==> config.mk <==
export PLATFORM = sky130hd
export DESIGN_NAME = ccr_unit
export DESIGN_NICKNAME = d
export VERILOG_FILES = /design/src/rtl/ccr_pkg.sv /design/src/rtl/ccr_cond_eval.sv /design/src/rtl/ccr_unit.sv
export SDC_FILE = /design/constraint.sdc
export NUM_CORES = 1
export LEC_CHECK = 0
export CORE_AREA = 10 10 47 49
export CTS_BUF_LIST = sky130_fd_sc_hd__clkbuf_16
export DETAILED_ROUTE_END_ITERATION = 16
export DIE_AREA = 0 0 57 59
export GPL_TIMING_DRIVEN = 1
export PLACE_DENSITY = 0.78
export RECOVER_POWER = 100
export SYNTH_ARGS = -nofsm -noshare
export SYNTH_HDL_FRONTEND = slang
export SYNTH_SLANG_ARGS = --single-unit
==> constraint.sdc <==
create_clock -name clk -period 2.4 [get_ports clk]
set_input_delay 0.48 -clock clk [delete_from_list [all_inputs] [get_ports clk]]
set_output_delay 0.48 -clock clk [all_outputs]
set_load 0.05 [all_outputs]
==> src/rtl/ccr_pkg.sv <==
// ccr_pkg: constants shared by the condition-code stage, the ALU and the decoder.
//   - ALU one-hot op bit indices
//   - branch condition encodings
//   - CCR bit positions (Z/N/C)
//   - update masks per op class
//   - small helper to detect an exactly-one-hot op vector
package ccr_pkg;

  localparam int CCR_BITS = 3;
  localparam int OP_BITS  = 7;

  // One-hot ALU op bit indices
  localparam int OP_ADD = 0;
  localparam int OP_SUB = 1;
  localparam int OP_AND = 2;
  localparam int OP_OR  = 3;
  localparam int OP_NOT = 4;
  localparam int OP_SHR = 5;
  localparam int OP_SHL = 6;

  // Ops that produce a carry/borrow and therefore rewrite all three flags
  localparam logic [OP_BITS-1:0] ARITH_OPS = 7'b110_0011;

  // CCR bit positions
  localparam int Z_BIT = 0;
  localparam int N_BIT = 1;
  localparam int C_BIT = 2;

  // Flag update masks per op class
  localparam logic [CCR_BITS-1:0] MASK_ARITH = 3'b111;
  localparam logic [CCR_BITS-1:0] MASK_LOGIC = 3'b011;

  // Branch condition encodings; JZ/JN/JC values equal the tested CCR bit index
  typedef enum logic [1:0] {
    BR_JZ  = 2'b00,
    BR_JN  = 2'b01,
    BR_JC  = 2'b10,
    BR_JMP = 2'b11
  } br_cond_t;

  function automatic logic is_onehot(input logic [OP_BITS-1:0] v);
    return (v != '0) && ((v & (v - 7'd1)) == '0);
  endfunction

endpackage

==> src/rtl/ccr_cond_eval.sv <==
// ccr_cond_eval: pure combinational branch resolver.
//   ccr      in  3  registered flags
//   br_valid in  1  conditional branch present in the resolve slot
//   br_cond  in  2  JZ/JN/JC/JMP
//   br_taken out 1  branch resolves taken
//   clr_mask out 3  flag to clear because a conditional branch consumed it
module ccr_cond_eval
  import ccr_pkg::*;
(
  input  logic [CCR_BITS-1:0] ccr,
  input  logic                br_valid,
  input  logic [1:0]          br_cond,
  output logic                br_taken,
  output logic [CCR_BITS-1:0] clr_mask
);

  always_comb begin
    br_taken = 1'b0;
    clr_mask = '0;
    if (br_valid) begin
      case (br_cond)
        BR_JZ: begin
          br_taken        = ccr[Z_BIT];
          clr_mask[Z_BIT] = ccr[Z_BIT];
        end
        BR_JN: begin
          br_taken        = ccr[N_BIT];
          clr_mask[N_BIT] = ccr[N_BIT];
        end
        BR_JC: begin
          br_taken        = ccr[C_BIT];
          clr_mask[C_BIT] = ccr[C_BIT];
        end
        default: br_taken = 1'b1;  // JMP: unconditional, tests no flag
      endcase
    end
  end

endmodule

==> src/rtl/ccr_unit.sv <==
// ccr_unit: condition-code register stage behind the 16-bit ALU.
//   clk, rst                      clock, async active-high reset
//   alu_en, alu_op                ALU result valid / one-hot op
//   zero_in, neg_in, carry_in     ALU flags
//   setc, clrc                    explicit carry set / clear
//   br_valid, br_cond             branch in the resolve slot
//   int_save, rti_restore         single-level CCR save / restore
//   ccr                           registered flags {C,N,Z}
//   br_taken                      combinational branch outcome
//   shadow_valid                  shadow holds a saved CCR
//   restore_err                   one-cycle pulse: RTI with empty shadow
// Next-state priority: rti restore > setc/clrc > ALU update > branch clear > hold.
module ccr_unit
  import ccr_pkg::*;
#(
  parameter int CCR_W = 3
) (
  input  logic               clk,
  input  logic               rst,
  input  logic               alu_en,
  input  logic [OP_BITS-1:0] alu_op,
  input  logic               zero_in,
  input  logic               neg_in,
  input  logic               carry_in,
  input  logic               setc,
  input  logic               clrc,
  input  logic               br_valid,
  input  logic [1:0]         br_cond,
  input  logic               int_save,
  input  logic               rti_restore,
  output logic [CCR_W-1:0]   ccr,
  output logic               br_taken,
  output logic               shadow_valid,
  output logic               restore_err
);

  logic [CCR_W-1:0] shadow;
  logic [CCR_W-1:0] ccr_nxt;
  logic [CCR_W-1:0] clr_mask;
  logic [CCR_W-1:0] upd_mask;
  logic [CCR_W-1:0] alu_flags;
  logic             alu_hit;
  logic             restore_ok;

  ccr_cond_eval u_cond (
    .ccr      (ccr),
    .br_valid (br_valid),
    .br_cond  (br_cond),
    .br_taken (br_taken),
    .clr_mask (clr_mask)
  );

  assign restore_ok = rti_restore && shadow_valid;

  always_comb begin
    alu_flags        = '0;
    alu_flags[Z_BIT] = zero_in;
    alu_flags[N_BIT] = neg_in;
    alu_flags[C_BIT] = carry_in;

    // Zero or multi-hot ops are treated as a bubble: no flag change.
    alu_hit  = alu_en && is_onehot(alu_op);
    upd_mask = '0;
    if (alu_hit) upd_mask = ((alu_op & ARITH_OPS) != '0) ? MASK_ARITH : MASK_LOGIC;

    // Apply lowest priority first so later writes override earlier ones.
    ccr_nxt = ccr & ~clr_mask;
    ccr_nxt = (ccr_nxt & ~upd_mask) | (alu_flags & upd_mask);
    if (setc && !clrc)      ccr_nxt[C_BIT] = 1'b1;
    else if (clrc && !setc) ccr_nxt[C_BIT] = 1'b0;
    if (restore_ok)         ccr_nxt = shadow;
  end

  always_ff @(posedge clk or posedge rst) begin
    if (rst) begin
      ccr          <= '0;
      shadow       <= '0;
      shadow_valid <= 1'b0;
      restore_err  <= 1'b0;
    end else begin
      ccr         <= ccr_nxt;
      restore_err <= rti_restore && !shadow_valid;
      // A save in the same cycle as a restore captures the pre-restore ccr
      // and keeps the shadow occupied.
      if (int_save) begin
        shadow       <= ccr;
        shadow_valid <= 1'b1;
      end else if (restore_ok) begin
        shadow_valid <= 1'b0;
      end
    end
  end

endmodule
==> flow_summary.yaml <==
routing:
  detail-route-antenna-nets: 0
  vias: 549
  first_iter_violations: 4
  dr.pass1.iters: 3
  drc_errors: 0
  drt-vias-per-instance: 5.28
  routedWlPerCell_um: 15.6
  drt-total-wl_um: 1620
global_route:
  grt_pass1_vias: 630
  grt_pass1_wl_um: 2660
  grt_max_degree: 9
  grt.total_usage_pct: 9.95
  gr-total-overflow: 0
  antenna_found_initial: 0
synthesis:
  synth_nets: 75
  ys_ff_latch: 8
  synth_largest_area_cell: "dfrtp_1"
  syn_avg_cell_area_um2: 9.37
  yosys_warnings: 0
  netlist_area_um2: 515
  yosys.area.top_type_share_pct: 38.8
  synth_cell_type_count: 25
  syn_inst: 55
  synth-seq-area-share_pct: 38.8
  synth_area_leaders: "dfrtp_1 39%, mux2_2 6.6%, mux2i_1 5.8%, a211oi_1 4.4%, inv_1 4.4%"
layout:
  drive_gt1_share_pct: 18.2
  layout.nets: 110
  seqCellArea_um2: 200
  diodes: 0
  stdcell_area_um2: 923
  syn_to_final_growth_pct: 79.1
  multiInputGateArea_um2: 308
  num-fill-cells: 124
pwr:
  ir_drop_v: 0.000510
  p_clk_share_pct: 43.5
  p_int_mw: 0.459
  total_leakage_power_nw: 0.403
  p_per_area_mw_per_mm2: 693
  swShare_pct: 28.3
  share_comb_of_total_power_pct: 28.9
  netSwitchingPower_mw: 0.181
  power_mw: 0.640
  seq_power_share_pct: 27.6
sta:
  fin_crit_sh_pct: 96.6
  fin_tns_setup_ns: 0
  maxSlewViolCount: 0
  setup_viol: 0
  final.min_clock_period_ns: 2.32
  rsz0062_at_grt: "false"
  slew-limit-headroom_pct: 64.4
  max_freq_mhz: 431
  tightest_slew_ns: 0.526
  skew_ns: 0.00118
  hold_viol_final: 0
setup_path:
  rrSetupSlack_ns: 1.29
  r2r_end: "ccr[2]"
  cpPeakStageDelay_ns: 0.55
  critical_path.max_fanout: 3
  crit_buf_inv: 1
  crit_chain: "clkdlybuf4s50_1 -> or4_4 -> or3_4 -> a21o_1 -> a2111oi_2 -> nor3_1"
  cp.arrival_ns: 2.43
  worst_path_max_delay_cell: "or4_4"
  required_ns: 2.51
  crit_path_end_kind: "register"
  crit_end: "ccr[2]"
  cpLargestDelayFamily: "simple AND/OR/NAND/NOR gates"
  timing.critical_path.from: "alu_op[0]"
  worstSetupPathType: "input port to register"
  rr_worst_depth: 3
  crit_path_start_kind: "input port"
  cp.depth: 6
  worstReg2RegStart: "ccr[2]"
floorplan:
  coreArea_mm2: 0.00140
  initial_utilization_pct: 36.8
  die_h_um: 59
  rows: 14
  die_width_um: 57
  fp.dieArea_mm2: 0.00336
  num_io_pins: 26
place:
  port_buffers: 25
  place_area_um2: 833
  gp_congestion: 0.694
  place_hpwl_um: 1300
clocking:
  cts_buffer_depth: 2
  numCtsBuffers: 3
  cts.clk_slew.worst_paths_ns: 0.04
  cts_tree: "done"
  clock_sink_count: 8
  cts_setup_buffers: 0
  holdBufCountCts: 0
  cts_root_buf: "clkbuf_16"
  ctsHtreeMaxLevel: 1
  worstSkewPairLatency_ns: 0.23
hold_path:
  min_path_type: "register to register"
job:
  drv_cap: 0
run_status:
  status: "finished, final reports clean"
[area by class of cell]
| cell class | instances | area share (%) |
|---|---|---|
| clock buffers | 3 | 8.13 |
| inverters | 6 | 2.44 |
| well taps | 16 | 2.17 |
| multi-input cells | 41 | 33.3 |
| flip-flops and latches | 8 | 21.7 |
| repair buffers | 30 | 32.2 |
[Yosys cell counts (all sizes together)]
master and number:
nand4b 1, or3 1, o311ai 1, o31a 2, nor2 2, o41ai 1
o311a 1, a21o 2, a31oi 1, o21ai 5, a211oi 3, xnor2 1
inv 6, nand3b 1, dfrtp 8, o31ai 1, and2 1, a2111oi 1
or4 2, nor3 3, nand2 5, mux2 3, mux2i 3
[logic make-up (layout without fill, tap and decap cells)]
family          count (synthesis)  in the layout  share of synthesized area [%]
buf+inv                         6             39                           4.37
flops                           8              8                           38.8
mux                             6              6                           12.4
simple gates                   16             16                           17.2
xor+xnor                        1              1                           1.70
compound gates                 18             18                           25.5
[what timing repair did]
action                                 4_1_cts  5_1_grt
pin swaps                                    0        1
endpoints found under the hold margin        0        0
setup endpoints to repair                    1        1
gates resized for setup                      1        2
[power groups by stage]
stage | Sequential (mW) | Combinational [mW] | Clock [mW]
2_1_floorplan | 0.215 | 0.0589 | 0
3_3_place_gp | 0.177 | 0.184 | 0
3_5_place_dp | 0.177 | 0.188 | 0
4_1_cts | 0.177 | 0.192 | 0.282
5_1_grt | 0.180 | 0.199 | 0.289
6_report | 0.177 | 0.185 | 0.278
[worst reg2reg max path, stage by stage (launching register included)]
cell,delay [ns]
dfrtp_1,0.40
o31a_1,0.14
a2111oi_2,0.36
nor3_1,0.07
[routing by layer]
layer | up-vias | global-route usage [%] | wire length [µm] | share of wire (%)
met5 | - | 0 | 0 | 0
met1 | 255 | 8.80 | 619 | 38
met2 | 12 | 18.0 | 885 | 54
met4 | 0 | 8.05 | 32 | 2.0
met3 | 4 | 3.43 | 87 | 5.4
li1 | 278 | - | - | -
[stage by stage]
step / setup WS [ns] / hold WS [ns] / std cells / utilization (%)
6_report: 0.0814 / 0.483 / 104 / 65.9
5_1_grt: 0.00211 / 0.525 / 104 / 65.9
4_1_cts: 0.0477 / 0.488 / 104 / 65.2
3_5_place_dp: -0.204 / 0.476 / 101 / 59.5
3_3_place_gp: -0.168 / 0.461 / 101 / 59.5
2_1_floorplan: 0.292 / 0.296 / 55 / -
[sequential cells by signal, summed over array words and instances, names as in the netlist]
name and flops:
ccr 3, shadow 3, shadow_valid 1, restore_err 1
[placed cells by master, fill, tap and decap left out, types with 5 or more instances in the layout]
cell / n
dlygate4sd3_1: 9
dfrtp_1: 8
clkdlybuf4s50_1: 15
buf_4: 5
nand2_1: 5
inv_1: 6
[worst min path at each step]
stage               cells past startpoint      start   endpoint  slack (ns)
CTS                                     2  shadow[0]     ccr[0]        0.49
detailed placement                      2  shadow[0]     ccr[0]        0.48
floorplan                               1        rst     ccr[0]        0.30
global route                            1  shadow[2]  shadow[2]        0.53
finish                                  2  shadow[0]     ccr[0]        0.48
global placement                        2  shadow[1]     ccr[1]        0.46
No activity file was read; power rests on OpenSTA's default activity.
